### src/rtl/mips_fetch_pkg.sv
// -----------------------------------------------------------------------------
// mips_fetch_pkg
//   Shared types for the IFU fetch sequencer: the sequencer state encoding,
//   the default legal text-segment bounds, the fetch-exception flag bundle and
//   the address legality helper.
// -----------------------------------------------------------------------------
package mips_fetch_pkg;

    typedef enum logic [1:0] {
        ST_IDLE  = 2'd0,  // one dead cycle after reset before the first fetch
        ST_FETCH = 2'd1,  // request issued for the current PC
        ST_HOLD  = 2'd2,  // returned word parked while the pipeline stalls
        ST_DRAIN = 2'd3   // waiting out a stale request whose data is dropped
    } fetch_state_t;

    localparam logic [31:0] TEXT_BASE_DEFAULT  = 32'h0000_3000;
    localparam logic [31:0] TEXT_LIMIT_DEFAULT = 32'h0000_6FFC;

    localparam int WAIT_CNT_W = 8;

    typedef struct packed {
        logic adel;  // fetch address error
        logic ibe;   // fetch bus error (ack timeout)
    } fetch_exc_t;

    localparam fetch_exc_t EXC_NONE = '{adel: 1'b0, ibe: 1'b0};

    // Misaligned or outside the inclusive [base, limit] window.
    function automatic logic fetch_addr_bad(
        input logic [31:0] addr,
        input logic [31:0] base,
        input logic [31:0] limit
    );
        return (addr[1:0] != 2'b00) || (addr < base) || (addr > limit);
    endfunction

endpackage

### src/rtl/ifu_fetch_buf.sv
// -----------------------------------------------------------------------------
// ifu_fetch_buf
//   One-entry holding buffer for a fetched instruction and its exception flags,
//   used while the F/D register is stalled.
//
//   clk        in   clock, rising edge
//   RESET_N    in   synchronous active-low reset (clears valid only)
//   load       in   capture load_instr/load_exc and set valid
//   clear      in   invalidate the entry (wins over load)
//   load_instr in   instruction word to capture
//   load_exc   in   exception flags to capture
//   valid      out  entry holds a word
//   instr      out  buffered instruction
//   exc        out  buffered exception flags
// -----------------------------------------------------------------------------
module ifu_fetch_buf
    import mips_fetch_pkg::*;
(
    input  logic        clk,
    input  logic        RESET_N,
    input  logic        load,
    input  logic        clear,
    input  logic [31:0] load_instr,
    input  fetch_exc_t  load_exc,
    output logic        valid,
    output logic [31:0] instr,
    output fetch_exc_t  exc
);

    // NOTE: sequential state is written with non-blocking assignments so every
    // flop samples its inputs from before the edge, regardless of block order.
    always_ff @(posedge clk) begin
        if (!RESET_N) begin
            valid <= 1'b0;
        end else if (clear) begin
            valid <= 1'b0;
        end else if (load) begin
            valid <= 1'b1;
        end
    end

    // NOTE: the data registers carry no reset; valid alone qualifies them, so
    // resetting the payload would only add reset fan-out.
    always_ff @(posedge clk) begin
        if (load && !clear) begin
            instr <= load_instr;
            exc   <= load_exc;
        end
    end

endmodule

### src/rtl/ifu_fetch_ctrl.sv
// -----------------------------------------------------------------------------
// ifu_fetch_ctrl
//   Fetch sequencer between the IFU PC, a variable-latency instruction memory
//   (req/ack) and the F/D pipeline register. Holds the PC until a fetch returns,
//   parks a returned word while the pipeline stalls, drains stale requests after
//   a redirect or timeout, and flags address and bus errors.
//
//   clk         in   clock, rising edge
//   RESET_N     in   synchronous active-low reset
//   PIPE_STALL  in   hazard stall; F/D must hold
//   Req         in   exception/interrupt redirect
//   ERET        in   ERET redirect
//   InstrAddr   in   current PC from the IFU
//   STALL_EN_N  out  PC write enable (1 = PC loads NPC this edge)
//   im_req      out  fetch request
//   im_addr     out  fetch address, stable while a request is outstanding
//   im_ack      in   fetch done (may coincide with the first im_req cycle)
//   im_rdata    in   fetched word, valid with im_ack
//   F_valid     out  F_instr is a real instruction
//   F_instr     out  instruction to F/D
//   F_exc_adel  out  fetch address error
//   F_exc_ibe   out  fetch bus error (ack timeout)
// -----------------------------------------------------------------------------
module ifu_fetch_ctrl
    import mips_fetch_pkg::*;
#(
    parameter logic [31:0] TEXT_BASE  = TEXT_BASE_DEFAULT,
    parameter logic [31:0] TEXT_LIMIT = TEXT_LIMIT_DEFAULT,
    parameter int          TIMEOUT    = 255
) (
    input  logic        clk,
    input  logic        RESET_N,
    input  logic        PIPE_STALL,
    input  logic        Req,
    input  logic        ERET,
    input  logic [31:0] InstrAddr,
    output logic        STALL_EN_N,
    output logic        im_req,
    output logic [31:0] im_addr,
    input  logic        im_ack,
    input  logic [31:0] im_rdata,
    output logic        F_valid,
    output logic [31:0] F_instr,
    output logic        F_exc_adel,
    output logic        F_exc_ibe
);

    // The timeout fires on the cycle the count of unanswered request cycles
    // would reach TIMEOUT, so TIMEOUT=1 errors on the first silent cycle.
    localparam logic [WAIT_CNT_W-1:0] TIMEOUT_LAST = WAIT_CNT_W'(TIMEOUT - 1);

    fetch_state_t          state_q, state_d;
    logic [WAIT_CNT_W-1:0] wait_cnt_q, wait_cnt_d;
    logic [31:0]           addr_q;

    logic redirect;
    logic addr_bad;
    logic timeout_hit;

    logic        buf_load, buf_clear;
    logic [31:0] buf_load_instr;
    fetch_exc_t  buf_load_exc;
    logic        buf_valid;
    logic [31:0] buf_instr;
    fetch_exc_t  buf_exc;

    assign redirect    = Req | ERET;
    assign addr_bad    = fetch_addr_bad(InstrAddr, TEXT_BASE, TEXT_LIMIT);
    assign timeout_hit = (wait_cnt_q == TIMEOUT_LAST);

    ifu_fetch_buf u_buf (
        .clk        (clk),
        .RESET_N    (RESET_N),
        .load       (buf_load),
        .clear      (buf_clear),
        .load_instr (buf_load_instr),
        .load_exc   (buf_load_exc),
        .valid      (buf_valid),
        .instr      (buf_instr),
        .exc        (buf_exc)
    );

    always_ff @(posedge clk) begin
        if (!RESET_N) begin
            state_q    <= ST_IDLE;
            wait_cnt_q <= '0;
        end else begin
            state_q    <= state_d;
            wait_cnt_q <= wait_cnt_d;
        end
    end

    // The PC is frozen while a request is open, so re-latching it every request
    // cycle leaves the start-of-request address here for DRAIN to replay.
    always_ff @(posedge clk) begin
        if (state_q == ST_FETCH && im_req) begin
            addr_q <= InstrAddr;
        end
    end

    always_comb begin
        // NOTE: every signal written here gets a default first, so no path can
        // leave one unassigned and infer a latch.
        state_d        = state_q;
        wait_cnt_d     = '0;
        STALL_EN_N     = 1'b0;
        im_req         = 1'b0;
        im_addr        = '0;
        F_valid        = 1'b0;
        F_instr        = '0;
        F_exc_adel     = 1'b0;
        F_exc_ibe      = 1'b0;
        buf_load       = 1'b0;
        buf_clear      = 1'b0;
        buf_load_instr = '0;
        buf_load_exc   = EXC_NONE;

        case (state_q)
            ST_IDLE: begin
                state_d = ST_FETCH;
            end

            ST_FETCH: begin
                if (redirect) begin
                    // Keep a good-address request up: if memory has not acked
                    // yet it is still in flight and must be drained.
                    STALL_EN_N = 1'b1;
                    buf_clear  = 1'b1;
                    if (!addr_bad) begin
                        im_req  = 1'b1;
                        im_addr = InstrAddr;
                        if (!im_ack) begin
                            state_d = ST_DRAIN;
                        end
                    end
                end else if (addr_bad) begin
                    F_valid    = 1'b1;
                    F_exc_adel = 1'b1;
                    STALL_EN_N = !PIPE_STALL;
                end else begin
                    im_req  = 1'b1;
                    im_addr = InstrAddr;
                    if (im_ack) begin
                        F_valid = 1'b1;
                        F_instr = im_rdata;
                        if (PIPE_STALL) begin
                            buf_load       = 1'b1;
                            buf_load_instr = im_rdata;
                            state_d        = ST_HOLD;
                        end else begin
                            STALL_EN_N = 1'b1;
                        end
                    end else if (timeout_hit) begin
                        // Synthetic ack: deliver a bus-error bubble.
                        F_valid   = 1'b1;
                        F_exc_ibe = 1'b1;
                        if (PIPE_STALL) begin
                            buf_load         = 1'b1;
                            buf_load_exc.ibe = 1'b1;
                            state_d          = ST_HOLD;
                        end else begin
                            STALL_EN_N = 1'b1;
                            state_d    = ST_DRAIN;
                        end
                    end else begin
                        wait_cnt_d = (wait_cnt_q == '1) ? wait_cnt_q
                                                        : wait_cnt_q + 1'b1;
                    end
                end
            end

            ST_HOLD: begin
                if (redirect) begin
                    STALL_EN_N = 1'b1;
                    buf_clear  = 1'b1;
                    state_d    = ST_FETCH;
                end else begin
                    F_valid    = buf_valid;
                    F_instr    = buf_instr;
                    F_exc_adel = buf_exc.adel;
                    F_exc_ibe  = buf_exc.ibe;
                    STALL_EN_N = !PIPE_STALL;
                    if (!PIPE_STALL) begin
                        buf_clear = 1'b1;
                        state_d   = ST_FETCH;
                    end
                end
            end

            ST_DRAIN: begin
                // Replay the original address so the memory sees a stable
                // request until it acks; the returned data is dropped.
                im_req  = 1'b1;
                im_addr = addr_q;
                if (redirect) begin
                    STALL_EN_N = 1'b1;
                    buf_clear  = 1'b1;
                end else if (im_ack) begin
                    state_d = ST_FETCH;
                end
            end

            default: begin
                state_d = ST_IDLE;
            end
        endcase
    end

endmodule

### config.mk
export PLATFORM = sky130hd
export DESIGN_NAME = ifu_fetch_ctrl
export DESIGN_NICKNAME = d
export VERILOG_FILES = /design/src/rtl/mips_fetch_pkg.sv /design/src/rtl/ifu_fetch_buf.sv /design/src/rtl/ifu_fetch_ctrl.sv
export SDC_FILE = /design/constraint.sdc
export NUM_CORES = 1
export LEC_CHECK = 0
export CORE_MARGIN = 2
export CORE_UTILIZATION = 30
export CTS_CLUSTER_DIAMETER = 60
export DETAILED_ROUTE_END_ITERATION = 10
export DONT_BUFFER_PORTS = 1
export PLACE_DENSITY = 0.54
export REMOVE_ABC_BUFFERS = 1
export SYNTH_ARGS = -nofsm -noshare
export SYNTH_HDL_FRONTEND = slang
export SYNTH_SLANG_ARGS = --single-unit
### constraint.sdc
create_clock -name clk -period 3.9 [get_ports clk]
set_input_delay 0.585 -clock clk [delete_from_list [all_inputs] [get_ports clk]]
set_output_delay 0.585 -clock clk [all_outputs]
set_load 0.02 [all_outputs]
Yosys cells after proc, flatten, opt, wreduce, memory -nomap -nowiden

Index checks and enable logic that the tools add are counted.

Bits of input ports: 70
Output and inout bits: 69
Register bits: 76

Add/subtract/negate cells: 1
Bitwise gates (word level): 5
Reductions and logical operators: 14
Mux-type cells: 52
$lt $le $gt $ge: 2
Equality and inequality tests: 12

Operators with widths:

| cell                                                             | count |
|---|---|
| two-way mux 32 bit                                               | 5 |
| case mux 32 bit (2 select lines)                                 | 2 |
| greater-than comparator 32 x 15 -> 1 bit (second input constant) | 1 |
| less-than comparator 32 x 14 -> 1 bit (second input constant)    | 1 |
| two-way mux 1 bit                                                | 28 |
| two-way mux 2 bit                                                | 11 |
| equality test 8 bit (second input constant)                      | 2 |
| inequality test 3 bit (second input constant)                    | 3 |
| adder 8 x 1 -> 8 bit (second input constant)                     | 1 |
| case mux 1 bit (2 select lines)                                  | 4 |
| case mux 2 bit (4 select lines)                                  | 1 |
| AND reduction 7 bit                                              | 1 |
| inequality test 2 bit (second input constant)                    | 3 |
| OR reduction 6 bit                                               | 1 |
| OR reduction 5 bit                                               | 1 |
| equality test 2 bit (second input constant)                      | 2 |
| inequality test 4 bit (second input constant)                    | 1 |
| inverter 1 bit                                                   | 4 |
| OR reduction 2 bit                                               | 2 |
| OR reduction 4 bit                                               | 1 |
| case mux 1 bit (3 select lines)                                  | 1 |
| equality test 2 x 1 -> 1 bit (second input constant)             | 1 |
| logical AND 1 bit                                                | 2 |
| logical NOT 1 bit                                                | 2 |
| other kinds (4)                                                  | 5 |

Depth between registers and ports, before layout

Word-level depth: 7
Depth in mapped cells: 7
Depth with buffers taken out: 7

Hierarchy

A second synthesis with hierarchy kept.

Cell total of the unflattened synthesis: 293
Area, all modules: 3767.4 um^2

By module, submodules not included:

| module         | cells an instance | times used | area an instance (um^2) |
|---|---|---|---|
| ifu_fetch_ctrl | 255               | 1          | 2703.8 |
| ifu_fetch_buf  | 38                | 1          | 1063.5 |

Worst setup path after synthesis

OpenSTA, ideal clock, no wires.

Path kind: input to register
From: input port InstrAddr[19]
To: register addr_q[0], enable pin
Path buffers: 0
Cell stages on the path: 5
Path slack: 0.702 ns
Data required time: 3.479 ns
Library setup time: 0.421 ns
Arrival time: 2.777 ns
Cells stage by stage: nor4_1 nand3_1 nor2_1 nor2_1 nor2_1

Word-level cells in the longest chain between the ends: 6
Elaborated cells on any way between the ends: 7
Those cells by class: 2 x order compare; 2 x mux; 3 x reduce/logical

RTL lines:

| what                                  | line                                         | RTL |
|---|---|---|
| start, declared                       | ifu_fetch_ctrl.sv:36                         | `input logic [31:0] InstrAddr,` |
| less-than comparator 32 x 14 -> 1 bit | mips_fetch_pkg.sv:34                         | `return (addr[1:0] != 2'b00) \|\| (addr < base) \|\| (addr > limit);` |
| logical OR 1 bit                      | mips_fetch_pkg.sv:34                         |  |
| logical OR 1 bit *                    | mips_fetch_pkg.sv:34                         |  |
| two-way mux 1 bit *                   | ifu_fetch_ctrl.sv:129, ifu_fetch_ctrl.sv:136 |  |
| case mux 1 bit (2 select lines) *     | ifu_fetch_ctrl.sv:118                        | `case (state_q)` |
| logical AND 1 bit *                   | ifu_fetch_ctrl.sv:96                         | `if (state_q == ST_FETCH && im_req) begin` |
| end signal, assigned                  | ifu_fetch_ctrl.sv:97                         | `addr_q <= InstrAddr;` |
| end, declared                         | ifu_fetch_ctrl.sv:54                         | `logic [31:0] addr_q;` |

Mark *: on every way between the ends. The rest lies on a longest branch, timed or not.
A chain may end at the register's enable or synchronous reset.

Worst setup path in the final report

From: input port InstrAddr[19]
To: output port F_instr[15]

Word-level cells in the longest chain between the ends: 6
Elaborated cells on any way between the ends: 7
Those cells by class: 2 x order compare; 3 x mux; 2 x reduce/logical

RTL lines:

| what                                  | line                  | RTL |
|---|---|---|
| less-than comparator 32 x 14 -> 1 bit | mips_fetch_pkg.sv:34  |  |
| logical OR 1 bit                      | mips_fetch_pkg.sv:34  |  |
| logical OR 1 bit *                    | mips_fetch_pkg.sv:34  |  |
| two-way mux 32 bit *                  | ifu_fetch_ctrl.sv:136 | `end else if (addr_bad) begin` |
| two-way mux 32 bit *                  | ifu_fetch_ctrl.sv:124 | `if (redirect) begin` |
| case mux 32 bit (2 select lines) *    | ifu_fetch_ctrl.sv:118 |  |
| end, declared                         | ifu_fetch_ctrl.sv:43  | `output logic [31:0] F_instr,` |

Marked as above.

==> reports/results.tsv <==
metric	value	unit
Routed WL	8720	um
nets	389	
Post-Syn Area	3790	um2
IO Count	139	
final period utilization	76.9	%
gpl congestion	0.752	
Antenna diodes	0	
WP buf/inv	1	
layout cell share with drive strength beyond 1	11.6	%
LEAKAGE	0.00129	uW
largest net degree at the start of global routing	38	
fin. max-slew vios	0	
HPWL Detailed	5990	um
Yosys cell types	44	
die width	116	um
R2R Path End	u_buf.instr[31]	
DRT iter0 DRCs	207	
antenna-violating nets left	0	
final setup fails	0	
TritonRoute pass-1 iters	4	
crit path launch type	input port	
synth warn	0	
Yosys reg bits	76	
Multi-input gate area	1510	um2
FF-to-FF path depth	6	
Worst EP arrival	2410	ps
Crit path max-delay family	simple AND/OR/NAND/NOR gates	
Synth async-reset ratio	0	%
CTS resizes	0	
HP Start	InstrAddr[24]	
area grow syn2layout	13.9	%
crit path kind	in -> out	
Max Cap Viol	0	
antenna violations before repair	0	
sequential cell area fraction in the yosys report	57.3	%
Reg area	2170	um2
status	complete, no violations	
crit path cell chain	nor4_1 > nand3_1 > nor4_4 > buf_4 > a22oi_1 > nor2b_1	
CP max stage cell	nor2b_1	
Avg Inst Size Synth	12.1	um2
R2R Setup Slk	1810	ps
Setup Slack @ Placement	846	ps
area leader, netlist	edfxtp_1	
PnR worst setup slack	902	ps
Worst Skew	5.16	ps
Skew-Pair Late Insertion Delay	340	ps
Final Hold Fails	0	
Die Height	116	um
global-route wire length before repair	12800	um
Overflow after GRT	0	
top_reg_cell synth	edfxtp_1	
setup_tns	0	ps
post-DR vias/cell	4.98	
post-synth top area share	51.5	%
Slew @ Worst Pin	730	ps
Power Density	435	nW/um2
hold_buf cts	0	
Post-synth EDFFs	65	
Worst Hold Endpoint	addr_q[24]	
RR Startpoint	state_q[1]	
row count	41	
RSZ-0062 raised after global routing	false	
Critical Path Max Stage Delay	420	ps
clock buffer depth	2	
Setup crit end kind	output port	
Reg clk slew, reported paths	60	ps
slew margin rel.	50.7	%
fmax	334	MHz
Root Driver	clkbuf_16	
post-route minimum period	3000	ps
via count of the first global-routing pass	2290	
Hold Path Class	in -> reg	
Area contributors post-synth	edfxtp_1 52%, and2_1 8.4%, a22oi_1 6.5%, dfxtp_1 5.8%, nor2b_1 5.4%	
Filler Cells Inserted	1225	
CP required	3310	ps
H-tree depth	3	
VDD IR-drop max	199	uV
Num Clock Sinks	76	
global-route usage over all layers	12.9	%
initial core utilization	30.4	%
Post-CTS Setup Inserts	0	
Mapped Cells	312	
Num CTS Buffers	9	
CTS tree	done	
Remaining DRCs	0	
Die ar.	13500	um2
Cells on Worst Hold Path	0	
core box area	12500	um2
port bufs	0	
vias after detailed routing	2438	
Max Fanout on Critical Path	32	
WL/cell	17.8	um
## per-stage QoR
stage	instance area, um2	power [uW]	hold WS [ps]	cells	utilization (%)
detailed placement	3980	943	514	474	31.9
CTS	4320	1900	323	490	34.6
global route	4320	1940	316	490	34.6
floorplan	3690	931	482	294	-
global placement	3980	941	495	474	31.9
finish	4320	1880	338	490	34.6
## worst max path at each step
stage | startpoint | end | slack [ps] | depth (start not counted)
final | InstrAddr[19] | F_instr[15] | 900 | 6
after global routing | InstrAddr[19] | F_instr[3] | 750 | 6
after CTS | InstrAddr[19] | F_instr[15] | 840 | 6
after detailed placement | InstrAddr[19] | F_instr[15] | 850 | 6
after global placement | InstrAddr[19] | F_instr[15] | 900 | 6
after floorplan | ERET | F_exc_ibe | 260 | 3
## placed cells by master (no fill, tap or decap), types with 7 or more instances in the layout
cell | synthesis | routed
and2_1 | 51 | 51
a22oi_1 | 33 | 33
a22o_1 | 13 | 13
clkbuf_16 | 0 | 9
buf_4 | 3 | 8
nor2_1 | 11 | 10
nand3_1 | 7 | 7
edfxtp_1 | 65 | 65
nor2b_1 | 33 | 33
dfxtp_1 | 11 | 11
## cells in the mapped netlist, drive strengths merged (3+ instances only)
library cell and count:
and3 3, nor2 11, xnor2 3, nand2 6, a22o 13, inv 6
edfxtp 65, buf 7, nor4 5, ha 6, dfxtp 11, a21o 3
nor2b 33, and2 51, clkbuf 11, nor3 9, a22oi 33, nand3 7
a21boi 3, a21oi 4
## report_power, final
group          internal, uW  switching, uW  leakage, uW  total, uW
logic                  21.9           25.7     0.000527       47.6
clock network           622            330     0.000163        952
registers               876           1.14     0.000604        877
total                  1520            357      0.00129       1880
## area by class of cell
class                   count  area share [%]
clock buffers               9            5.22
well taps                 172            4.99
flip-flops and latches     76            50.3
inverters                   6           0.522
multi-input cells         212            34.9
clock inverters             7            2.67
repair buffers              8            1.39
## worst register-to-register path, stage by stage (launching register included)
cell	delay, ps
dfxtp_1	340
inv_1	90
ha_1	230
nand2_1	180
nor3_2	330
and3_2	580
and2_1	210
## flip-flops by register name (all words and copies together) (netlist names)
| register | flops |
|---|---|
| u_buf.valid | 1 |
| u_buf.instr | 32 |
| wait_cnt_q | 8 |
| u_buf.exc | 1 |
| addr_q | 32 |
| state_q | 2 |
## routing by layer
| metal | global-route usage, % | wire, um | vias up |
|---|---|---|---|
| met1 | 16.3 | 3730 | 1200 |
| met4 | 7.46 | 281 | 0 |
| met3 | 4.46 | 549 | 17 |
| met2 | 19.0 | 4160 | 64 |
| li1 | - | - | 1157 |
| met5 | 0 | 0 | - |
## cell families after synthesis
logic type	share of synthesized area (%)
adder cells (fa/ha/maj)	1.98
AO/OA/AOI/OAI	14.0
multiplexers	0.264
AND/OR/NAND/NOR	22.0
flip-flops	57.3
XOR/XNOR	1.16
buffers and inverters	3.30
No activity file was read; power rests on OpenSTA's default activity.
